### src/rtl/mc_ctrl_fsm.sv
// rtl/mc_ctrl_fsm.sv - multi-cycle RV32 control FSM with wait states, traps, interrupts and counters
module mc_ctrl_fsm #(
    parameter bit          MEM_HANDSHAKE = 1'b1,
    parameter bit          EXT_EN        = 1'b1,
    parameter bit          OVF_TRAP      = 1'b1,
    parameter bit          IRQ_EN        = 1'b1,
    parameter logic [31:0] IRQ_CAUSE     = 32'h8000_0003,
    parameter int          CNT_W         = 32
) (
    input  logic             clk,
    input  logic             reset,
    input  logic [6:0]       opcode,
    input  logic [2:0]       funct3,
    input  logic             funct7_5,
    input  logic [11:0]      sys_imm,
    input  logic             Zero,
    input  logic             Overflow,
    input  logic             mem_ready,
    input  logic             irq,
    output logic             PCWrite,
    output logic             IRWrite,
    output logic             RegWrite,
    output logic             MemRead,
    output logic             MemWrite,
    output logic             MemtoReg,
    output logic [1:0]       ALUSrcA,
    output logic [1:0]       ALUSrcB,
    output logic [2:0]       ALUControl,
    output logic             CauseWrite,
    output logic [31:0]      cause_code,
    output logic             Trap,
    output logic             TrapRd31,
    output logic             PcFromEpc,
    output logic             is_jalr,
    output logic             Halt,
    output logic             irq_masked,
    output logic [3:0]       state_o,
    output logic [CNT_W-1:0] cycle_cnt,
    output logic [CNT_W-1:0] instret_cnt
);
    typedef enum logic [3:0] {
        S_IF = 4'd0, S_ID = 4'd1, S_EX_ALU = 4'd2, S_EX_BR = 4'd3, S_BR_TAKE = 4'd4,
        S_EX_JAL = 4'd5, S_JUMP = 4'd6, S_WB_ALU = 4'd7, S_MEM_RD = 4'd8, S_MEM_WR = 4'd9,
        S_WB_MEM = 4'd10, S_TRAP = 4'd11, S_TRAP_WB = 4'd12, S_MRET = 4'd13, S_HALTED = 4'd14
    } state_t;

    localparam logic [6:0] OP_R    = 7'h33;
    localparam logic [6:0] OP_ADDI = 7'h13;
    localparam logic [6:0] OP_LW   = 7'h03;
    localparam logic [6:0] OP_SW   = 7'h23;
    localparam logic [6:0] OP_LUI  = 7'h37;
    localparam logic [6:0] OP_BR   = 7'h63;
    localparam logic [6:0] OP_JAL  = 7'h6f;
    localparam logic [6:0] OP_JALR = 7'h67;
    localparam logic [6:0] OP_SYS  = 7'h73;

    localparam logic [2:0] ALU_ADD = 3'b000;
    localparam logic [2:0] ALU_SUB = 3'b001;
    localparam logic [2:0] ALU_OR  = 3'b010;
    localparam logic [2:0] ALU_AND = 3'b011;
    localparam logic [2:0] ALU_SLT = 3'b100;

    localparam logic [CNT_W-1:0] CNT_ONE = CNT_W'(1);

    state_t           state_q, state_d;
    logic [31:0]      cause_q, cause_d;
    logic             irq_masked_q, irq_masked_d;
    logic [CNT_W-1:0] cycle_q, cycle_d, instret_q, instret_d;

    logic       ready, irq_take, retire;
    logic       r_legal, is_alu, is_br, is_jump, is_ecall, is_mret, is_addsub;
    logic [2:0] r_op;

    assign ready    = MEM_HANDSHAKE ? mem_ready : 1'b1;
    // Gated by reset so the held-in-reset outputs always show a plain fetch.
    assign irq_take = IRQ_EN && irq && !irq_masked_q && !reset;

    always_comb begin
        r_legal = 1'b1;
        r_op    = ALU_ADD;
        case (funct3)
            3'b000:  r_op = funct7_5 ? ALU_SUB : ALU_ADD;
            3'b110:  begin r_op = ALU_OR;  r_legal = !funct7_5; end
            3'b111:  begin r_op = ALU_AND; r_legal = EXT_EN && !funct7_5; end
            3'b010:  begin r_op = ALU_SLT; r_legal = EXT_EN && !funct7_5; end
            default: r_legal = 1'b0;
        endcase
    end

    assign is_alu    = (opcode == OP_R && r_legal) || (opcode == OP_ADDI && funct3 == 3'b000)
                     || ((opcode == OP_LW || opcode == OP_SW) && funct3 == 3'b010) || opcode == OP_LUI;
    assign is_br     = opcode == OP_BR && (funct3 == 3'b000 || (EXT_EN && funct3 == 3'b001));
    assign is_jump   = opcode == OP_JAL || (opcode == OP_JALR && funct3 == 3'b000);
    assign is_ecall  = opcode == OP_SYS && funct3 == 3'b000 && sys_imm == 12'h000;
    assign is_mret   = opcode == OP_SYS && funct3 == 3'b000 && sys_imm == 12'h302;
    assign is_addsub = opcode == OP_ADDI || (opcode == OP_R && funct3 == 3'b000);

    always_comb begin
        state_d      = state_q;
        cause_d      = cause_q;
        irq_masked_d = irq_masked_q;
        cycle_d      = (state_q == S_HALTED) ? cycle_q : cycle_q + CNT_ONE;
        instret_d    = instret_q;
        retire       = 1'b0;
        PCWrite = 1'b0; IRWrite = 1'b0; RegWrite = 1'b0; MemRead = 1'b0; MemWrite = 1'b0;
        MemtoReg = 1'b0; ALUSrcA = 2'b01; ALUSrcB = 2'b00; ALUControl = ALU_ADD;
        CauseWrite = 1'b0; cause_code = 32'd0; Trap = 1'b0; TrapRd31 = 1'b0;
        PcFromEpc = 1'b0; is_jalr = 1'b0; Halt = 1'b0;
        case (state_q)
            S_IF: begin
                if (irq_take) begin
                    state_d = S_TRAP;
                    cause_d = IRQ_CAUSE;
                end else begin
                    MemRead = 1'b1; ALUSrcA = 2'b00; ALUSrcB = 2'b10;
                    IRWrite = ready; PCWrite = ready;
                    if (ready) state_d = S_ID;
                end
            end
            S_ID: begin
                if (is_alu)        state_d = S_EX_ALU;
                else if (is_br)    state_d = S_EX_BR;
                else if (is_jump)  state_d = S_EX_JAL;
                else if (is_ecall) state_d = S_HALTED;
                else if (is_mret)  state_d = S_MRET;
                else begin
                    state_d = S_TRAP;
                    cause_d = 32'd1;
                end
            end
            S_EX_ALU: begin
                if (opcode == OP_LUI) begin
                    ALUSrcA = 2'b10; ALUSrcB = 2'b01;
                end else if (opcode == OP_R) begin
                    ALUControl = r_op;
                end else begin
                    ALUSrcB = 2'b01;
                end
                if (OVF_TRAP && Overflow && is_addsub) begin
                    state_d = S_TRAP;
                    cause_d = 32'd2;
                end else if (opcode == OP_LW) state_d = S_MEM_RD;
                else if (opcode == OP_SW)     state_d = S_MEM_WR;
                else                          state_d = S_WB_ALU;
            end
            S_EX_BR: begin
                ALUControl = ALU_SUB;
                // funct3[0] distinguishes BNE from BEQ, inverting the Zero sense.
                if (Zero ^ funct3[0]) state_d = S_BR_TAKE;
                else begin state_d = S_IF; retire = 1'b1; end
            end
            S_BR_TAKE: begin
                ALUSrcA = 2'b11; ALUSrcB = 2'b01; PCWrite = 1'b1;
                state_d = S_IF; retire = 1'b1;
            end
            S_EX_JAL: begin
                ALUSrcA = 2'b11; ALUSrcB = 2'b10;
                state_d = S_JUMP;
            end
            S_JUMP: begin
                PCWrite = 1'b1; RegWrite = 1'b1; ALUSrcB = 2'b01;
                if (opcode == OP_JALR) is_jalr = 1'b1;
                else                   ALUSrcA = 2'b11;
                state_d = S_IF; retire = 1'b1;
            end
            S_WB_ALU: begin
                RegWrite = 1'b1;
                state_d = S_IF; retire = 1'b1;
            end
            S_MEM_RD: begin
                MemRead = 1'b1;
                if (ready) state_d = S_WB_MEM;
            end
            S_WB_MEM: begin
                RegWrite = 1'b1; MemtoReg = 1'b1;
                state_d = S_IF; retire = 1'b1;
            end
            S_MEM_WR: begin
                MemWrite = 1'b1;
                if (ready) begin state_d = S_IF; retire = 1'b1; end
            end
            S_TRAP: begin
                CauseWrite = 1'b1; cause_code = cause_q; Trap = 1'b1;
                // An interrupt saves the un-fetched PC; a fault saves the next instruction.
                if (cause_q == IRQ_CAUSE) begin ALUSrcA = 2'b00; ALUSrcB = 2'b11; end
                else                      begin ALUSrcA = 2'b11; ALUSrcB = 2'b10; end
                irq_masked_d = 1'b1;
                state_d = S_TRAP_WB;
            end
            S_TRAP_WB: begin
                RegWrite = 1'b1; TrapRd31 = 1'b1;
                state_d = S_IF;
            end
            S_MRET: begin
                PCWrite = 1'b1; PcFromEpc = 1'b1;
                irq_masked_d = 1'b0;
                state_d = S_IF; retire = 1'b1;
            end
            S_HALTED: Halt = 1'b1;
            default:  state_d = S_IF;
        endcase
        if (retire) instret_d = instret_q + CNT_ONE;
    end

    always_ff @(posedge clk or posedge reset) begin
        if (reset) begin
            state_q      <= S_IF;
            cause_q      <= 32'd0;
            irq_masked_q <= 1'b0;
            cycle_q      <= '0;
            instret_q    <= '0;
        end else begin
            state_q      <= state_d;
            cause_q      <= cause_d;
            irq_masked_q <= irq_masked_d;
            cycle_q      <= cycle_d;
            instret_q    <= instret_d;
        end
    end

    assign irq_masked  = irq_masked_q;
    assign state_o     = state_q;
    assign cycle_cnt   = cycle_q;
    assign instret_cnt = instret_q;
endmodule
### config.mk
export PLATFORM = sky130hd
export DESIGN_NAME = mc_ctrl_fsm
export DESIGN_NICKNAME = d
export VERILOG_FILES = /design/src/rtl/mc_ctrl_fsm.sv
export SDC_FILE = /design/constraint.sdc
export NUM_CORES = 1
export LEC_CHECK = 0
export ABC_AREA = 1
export CAP_MARGIN = 10
export CORE_AREA = 2 2 85 120
export CTS_CLUSTER_SIZE = 24
export DETAILED_ROUTE_END_ITERATION = 8
export DIE_AREA = 0 0 87 122
export GPL_TIMING_DRIVEN = 1
export HOLD_SLACK_MARGIN = 0.05
export PLACE_DENSITY_LB_ADDON = 0.15
export SYNTH_ARGS = -nofsm -noshare
export SYNTH_HDL_FRONTEND = slang
export SYNTH_SLANG_ARGS = --single-unit
### constraint.sdc
create_clock -name clk -period 8.4 [get_ports clk]
set_clock_uncertainty 0.2 [all_clocks]
set_input_delay 0.84 -clock clk [delete_from_list [all_inputs] [get_ports clk]]
set_output_delay 0.84 -clock clk [all_outputs]
set_load 0.03 [all_outputs]
* Yosys cells after proc, flatten, opt, wreduce, memory -nomap -nowiden *
Index checks and enable logic that the tools add are counted.

storage, ports and cells
  bits in registers = 101
  input bits = 29
  output and inout port bits = 120
  logic and storage cells = 140

cells by class
  $add $sub $neg = 2
  eq/ne operators = 39
  mux-type cells = 57
  bitwise gates (word level) = 2
  reductions and logical operators = 35

operators by type and width
  operator                 number
  $mux W32                 8
  $pmux W32 S3             1
  $add A32 B1 Y32 const B  2
  $mux W4                  10
  $pmux W4 S9              1
  $eq A32 B32 Y1 const B   1
  $eq A4 B4 Y1 const B     7
  $eq A7 B7 Y1 const B     4
  $eq A7 B6 Y1 const B     3
  $pmux W2 S5              2
  $mux W1                  19
  $ne A2 B2 Y1 const B     9
  $eq A4 B3 Y1 const B     4
  $mux W3                  5
  $eq A12 B10 Y1 const B   1
  $logic_and A1 B1 Y1      12
  $logic_not A12 Y1        1
  $pmux W3 S4              1
  $eq A4 B2 Y1 const B     2
  $mux W2                  4
  $pmux W1 S2              4
  $reduce_and A8 Y1        1
  $eq A7 B2 Y1 const B     1
  $eq A7 B5 Y1 const B     1
  20 further kinds         31

* Longest topological paths before layout *
Gate-level depths: netlist (run 1).

  depth after elaboration = 9
  mapped depth = 12
  mapped depth without buffers = 12

* Least setup slack after synthesis (run 1) *
Ideal clock, no wire load.

  kind = input -> output
  from = in reset
  to = out PCWrite
  arrival = 3.365 ns
  data required time = 7.360 ns
  path slack = 3.995 ns
  stages = 5
  buffers on the path = 0
  path through = inv_1 nand3_1 nand3_2 nor2_1 or2_2

between the ends
  word-level cells in the longest chain between the ends = 4

ends and longest elaborated chain
  item                        RTL line  text
  start, declared             11        input logic reset,
  $logic_not A1 Y1 (no line)  n/a
  $logic_and A1 B1 Y1         76        assign irq_take = IRQ_EN && irq && !irq_masked_q && !reset;
  $mux W1                     111       if (irq_take) begin
  $pmux W1 S2                 109       case (state_q)
  end, declared               20        output logic PCWrite,

Every way passes these cells.

* Worst setup path in the final report (run 1) *
  from = in reset
  to = out ALUSrcA[0]

between the ends
  word-level cells in the longest chain between the ends = 4

ends and longest elaborated chain
  item                        RTL line  text
  $logic_not A1 Y1 (no line)  n/a
  $logic_and A1 B1 Y1         76
  $mux W1                     111
  $pmux W2 S5                 109
  end, declared               26        output logic [1:0] ALUSrcA,

Every way passes these cells.

==> results.tsv, run 1 <==
metric	value	unit
clk_lat worst skew	0.34	ns
DR pass1 iterations	4	
post-synth top area share	0.371	
antenna violations before repair	0	
CTS tree	yes	
Die Span Y	122	um
Synth top cells by count	nand2_1 (183), inv_1 (93), nor2_1 (76), dfrtp_1 (72), nand3_1 (51)	
Final ANT Viol Nets	0	
core area	0.00963	mm^2
Yosys cell types	36	
initial core utilization	0.504	
GRT Resource Usage Total	0.237	
status	complete, no violations	
via count	4648	
HPWL Detailed	9.66	mm
Inserted Clock Buffers	9	
Root Buffer Master	clkbuf_16	
Worst-path clk slew	0.06	ns
Layout area overhead	30.8	%
cell with the most instances after synthesis	nand2_1	
final count of hold timing violations	0	
post_cts resized	0	
setup-violating endpoint count in the final report	0	
Tmin final	4.44	ns
die width	87	um
Remaining Overflow, GRT	0	
Seq/Total Area, Yosys	0.371	
DR iter-0 viols	193	
Critical Path AT	3.40	ns
Wirelength per Cell	13.4	um
RSZ-0062 raised after global routing	no	
Worst Tran Pin Value	0.910	ns
Most used DFF post-synth	dfrtp_1	
vias in the first global route	4423	
H-tree depth	3	
MaxCap Viol Count	0	
postcts setup bufs	0	
clk buf depth	2	
largest area contributor in the netlist	dfrtp_1	
ys async rst share	1.00	
required time of the critical path	7.36	ns
Pwr per Cell Area	253	mW/mm^2
Die ar.	0.0106	mm^2
Post-layout nets	838	
IO Pins	149	
Slew Viols, Final	0	
largest net degree at the start of global routing	74	
share of cells above drive strength 1	0.0739	
Max rail drop VDD	0.132	mV
Syn Inst Count	682	
critical path peak fanout	73	
Rel. slew slack	0.393	
CP Capture Type	output pin	
Synth Area per Inst	7.12	um^2
TNS Setup	0	ns
Post-synth EDFFs	0	
first-pass GRT wire length	20.0	mm
startpoint types	primary input	
drt drc	0	
Seq cells post-synth	72	
port bufs	119	
power consumption	1.61	mW
Mapped Area	0.00486	mm^2
Syn. warnings	0	
Routability Congestion	0.931	
clk sinks	72	
Lkg Pwr	3.04	nW
Min Hold Slack	0.311	ns
hold_buf cts	0	
Peak Freq	0.225	GHz
crit path kind	in -> out	
Synth area leaders	dfrtp_1 (37%), nand2_1 (14%), inv_1 (7.2%)	
diode count	0	
Tcrit/Tclk final	0.528	
Hold Crit Class	reg -> reg	
Via-to-Cell Ratio	5.03	
final WL	12.4	mm
row count	43	
Core Util, Final	0.660	
per-stage QoR:
step / std cells / worst slack [ns] / cell area [um^2]
4_1_cts: 924 / 3.86 / 6350
3_5_place_dp: 908 / 3.87 / 6050
3_3_place_gp: 908 / 3.95 / 6050
5_1_grt: 924 / 3.68 / 6350
2_1_floorplan: 710 / 4.00 / 4960
6_report: 924 / 3.96 / 6350
final cells by class:
type	count	area [um^2]
repair buffers	120	1200
clock inverters	6	70.1
inverters	101	382
well taps	112	140
fillers	879	3280
clock buffers	10	229
multi-input cells	503	2530
flip-flops and latches	72	1800
power by group:
group	switching, mW	internal [mW]
clock network	0.151	0.231
registers	0.0758	0.409
logic	0.481	0.262
total	0.709	0.901
path summary, 6_finish.rpt:
check                      slack [ns]  cells after the start                   start                   endpoint
hold reg to reg                  0.31                      2  cause_q[1]$_DFFE_PP0P_     cause_q[1]$_DFFE_PP0P_
max in group asynchronous        6.50                      3                   reset  cycle_cnt[17]$_DFFE_PP0N_
hold / removal                   0.31                      2  cause_q[1]$_DFFE_PP0P_     cause_q[1]$_DFFE_PP0P_
setup / recovery                 3.96                      8                   reset                 ALUSrcA[0]
min in group asynchronous        0.90                      3                   reset     irq_masked$_DFFE_PP0P_
setup reg to reg                 6.24                     10  state_o[3]$_DFFE_PP0P_  cycle_cnt[27]$_DFFE_PP0N_
cell families after synthesis:
| kind of cell | Yosys count | synth area share |
|---|---|---|
| simple gates | 392 | 0.362 |
| buf+inv | 135 | 0.129 |
| flops | 72 | 0.371 |
| xor+xnor | 55 | 0.102 |
| compound gates | 25 | 0.0296 |
| fa+ha+maj | 2 | 0.00515 |
| other cells | 1 | 0.000772 |
worst max-delay path: stages:
cell and delay [ns]:
clkdlybuf4s50_1 0.41, inv_2 0.05, buf_4 0.68, nand3_1 0.26
nor2_1 0.29, nor2_1 0.06, nand4_1 0.10, clkdlybuf4s50_1 0.68
layout by cell type, fill, tap and decap left out, drive strengths merged, types with 2 or more instances in the layout:
cell type,instances
a21oi,5
clkinv,2
nor3,23
nand4,17
clkdlybuf4s50,119
clkbuf,10
xnor2,19
o221ai,2
nor2,95
clkinvlp,3
inv,101
nor3b,2
o21ai,14
or2,3
nand3b,4
nand2,192
conb,29
xor2,36
nand3,53
ha,2
dfrtp,72
registers in the layout, summed over array words and instances (netlist names):
name         cells
cycle_cnt       32
state_o          4
irq_masked       1
cause_q          3
instret_cnt     32
routing by layer:
layer  vias up  part of all wire  GRT usage  wire, um
met5         -                 0          0         0
li1       2319                 -          -         -
met4         0             0.025     0.0986       315
met2       167              0.50      0.404      6190
met1      2131              0.42      0.297      5230
met3        31             0.053     0.0346       656
Note: power is estimated with default switching activity, not from simulation.
==> inputs of run 2 (changes only) <==
--- a/config.mk
+++ b/config.mk
@@ -7,10 +7,10 @@
 export LEC_CHECK = 0
 export ABC_AREA = 1
 export CAP_MARGIN = 10
-export CORE_AREA = 2 2 85 120
+export CORE_AREA = 2 2 93 131
 export CTS_CLUSTER_SIZE = 24
 export DETAILED_ROUTE_END_ITERATION = 8
-export DIE_AREA = 0 0 87 122
+export DIE_AREA = 0 0 95 133
 export GPL_TIMING_DRIVEN = 1
 export HOLD_SLACK_MARGIN = 0.05
 export PLACE_DENSITY_LB_ADDON = 0.15
==> constraint.sdc (replaced) <==
create_clock -name clk -period 3.9 [get_ports clk]
set_clock_uncertainty 0.2 [all_clocks]
set_input_delay 0.39 -clock clk [delete_from_list [all_inputs] [get_ports clk]]
set_output_delay 0.39 -clock clk [all_outputs]
set_load 0.03 [all_outputs]
==> results.tsv, run 2 (synthesis gave the netlist of run 1 again) <==
metric	value	unit
Worst Tran Pin Value	0.932	ns
Remaining Overflow, GRT	0	
commonest non-fill, non-tap cell in the layout	nand2_1	
CTS tree	yes	
core area	0.0116	mm^2
setup-violating endpoint count in the final report	0	
crit path kind	reg -> out	
worst setup margin	0.706	ns
Pwr per Cell Area	541	mW/mm^2
Wirelength per Cell	13.6	um
IO Pins	149	
Tmin final	3.19	ns
non-filler cells, final	959	
initial core utilization	0.419	
startpoint types	flop	
port bufs	119	
Root Buffer Master	clkbuf_16	
RSZ-0062 raised after global routing	no	
Hold Crit Class	reg -> reg	
Die Span Y	133	um
pre-CTS setup slack	0.886	ns
vias in the first global route	4500	
most frequent CP cell	nor2_2	
postcts setup bufs	0	
H-tree depth	3	
MaxCap Viol Count	0	
commonest non-fill, non-tap cells in the layout	nand2_1 (183), clkdlybuf4s50_1 (119), inv_1 (92), nor2_1 (76), dfrtp_1 (72)	
Peak Freq	0.313	GHz
CP Capture Type	output pin	
largest net degree at the start of global routing	73	
fin area	0.00639	mm^2
first-pass GRT wire length	21.1	mm
critical-path cell list	nor2_2, inv_1, nor2_2, nand2_1, o31ai_1, clkdlybuf4s50_1	
Final ANT Viol Nets	0	
post_cts resized	0	
r2r setup slk	1.74	ns
die width	95	um
Via-to-Cell Ratio	4.78	
via count	4584	
Tcrit/Tclk final	0.819	
Crit path max-delay family	buffers and inverters	
Critical-path top delay cell	clkdlybuf4s50_1	
Worst-path clk slew	0.06	ns
diode count	0	
Critical Path AT	2.60	ns
hold_buf cts	0	
drt drc	0	
clk buf depth	2	
status	complete, no violations	
Layout area overhead	31.6	%
DR pass1 iterations	4	
final WL	13.0	mm
Core Util, Final	0.552	
CP peak stage delay	0.71	ns
Lkg Pwr	3.05	nW
Slew Viols, Final	0	
Cell Area, Placed	0.00610	mm^2
row count	47	
HPWL Detailed	10.2	mm
GRT Resource Usage Total	0.212	
Inst Count DP	943	
Post-layout nets	838	
critical path peak fanout	9	
FILL cells	1121	
required time of the critical path	3.31	ns
clk sinks	72	
antenna violations before repair	0	
Max rail drop VDD	0.227	mV
DR iter-0 viols	190	
clk_lat worst skew	0.33	ns
TNS Setup	0	ns
Routability Congestion	0.902	
Die ar.	0.0126	mm^2
share of cells above drive strength 1	0.0751	
Inserted Clock Buffers	9	
final count of hold timing violations	0	
Rel. slew slack	0.379	
WP buf/inv	2	
run 2: final cells by class:
class	instances	area (um^2)	share of cell area
Timing Repair Buffer	120	1200	0.188
Multi-Input combinational cell	503	2530	0.396
Sequential cell	72	1800	0.282
Clock inverter	7	70.1	0.0110
Tap cell	147	184	0.0288
Clock buffer	9	225	0.0352
Inverter	101	382	0.0597
run 2: worst paths after layout:
check,from,end,cells past startpoint
max,state_o[0]$_DFFE_PP0P_,ALUControl[0],6
min,cause_q[1]$_DFFE_PP0P_,cause_q[1]$_DFFE_PP0P_,2
max reg2reg,instret_cnt[0]$_DFFE_PP0P_,instret_cnt[26]$_DFFE_PP0P_,11
min reg2reg,cause_q[1]$_DFFE_PP0P_,cause_q[1]$_DFFE_PP0P_,2
max in group asynchronous,reset,state_o[0]$_DFFE_PP0P_,3
min in group asynchronous,reset,irq_masked$_DFFE_PP0P_,3
run 2: power by group:
group	total (mW)	switching, mW	leakage, nW	internal (mW)
combinational	1.60	1.04	2.00	0.564
clock	0.819	0.324	0.146	0.495
sequential	1.04	0.158	0.909	0.880
run 2: worst register-to-register path: stages (launching register included):
cell and delay (ns):
dfrtp_1 0.40, ha_1 0.19, nand2_1 0.09, nor2_2 0.16
nand2_1 0.12, nor2_2 0.17, nand2_1 0.12, nor2_2 0.14
nand2_1 0.10, nor2_4 0.15, nand2_2 0.08, xnor2_2 0.13
run 2: layer usage:
layer | up-vias | GRT usage | share of wire
li1 | 2324 | - | -
met2 | 139 | 0.367 | 0.52
met4 | 0 | 0.0926 | 0.019
met5 | - | 0 | 0
met1 | 2109 | 0.254 | 0.41
met3 | 12 | 0.0342 | 0.050
run 2: stage by stage:
step	hold WS [ns]	total power [mW]
after floorplan	0.264	2.10
final	0.314	3.46
after global placement	0.286	2.64
after CTS	0.312	3.50
after global routing	0.337	3.68
after detailed placement	0.297	2.66
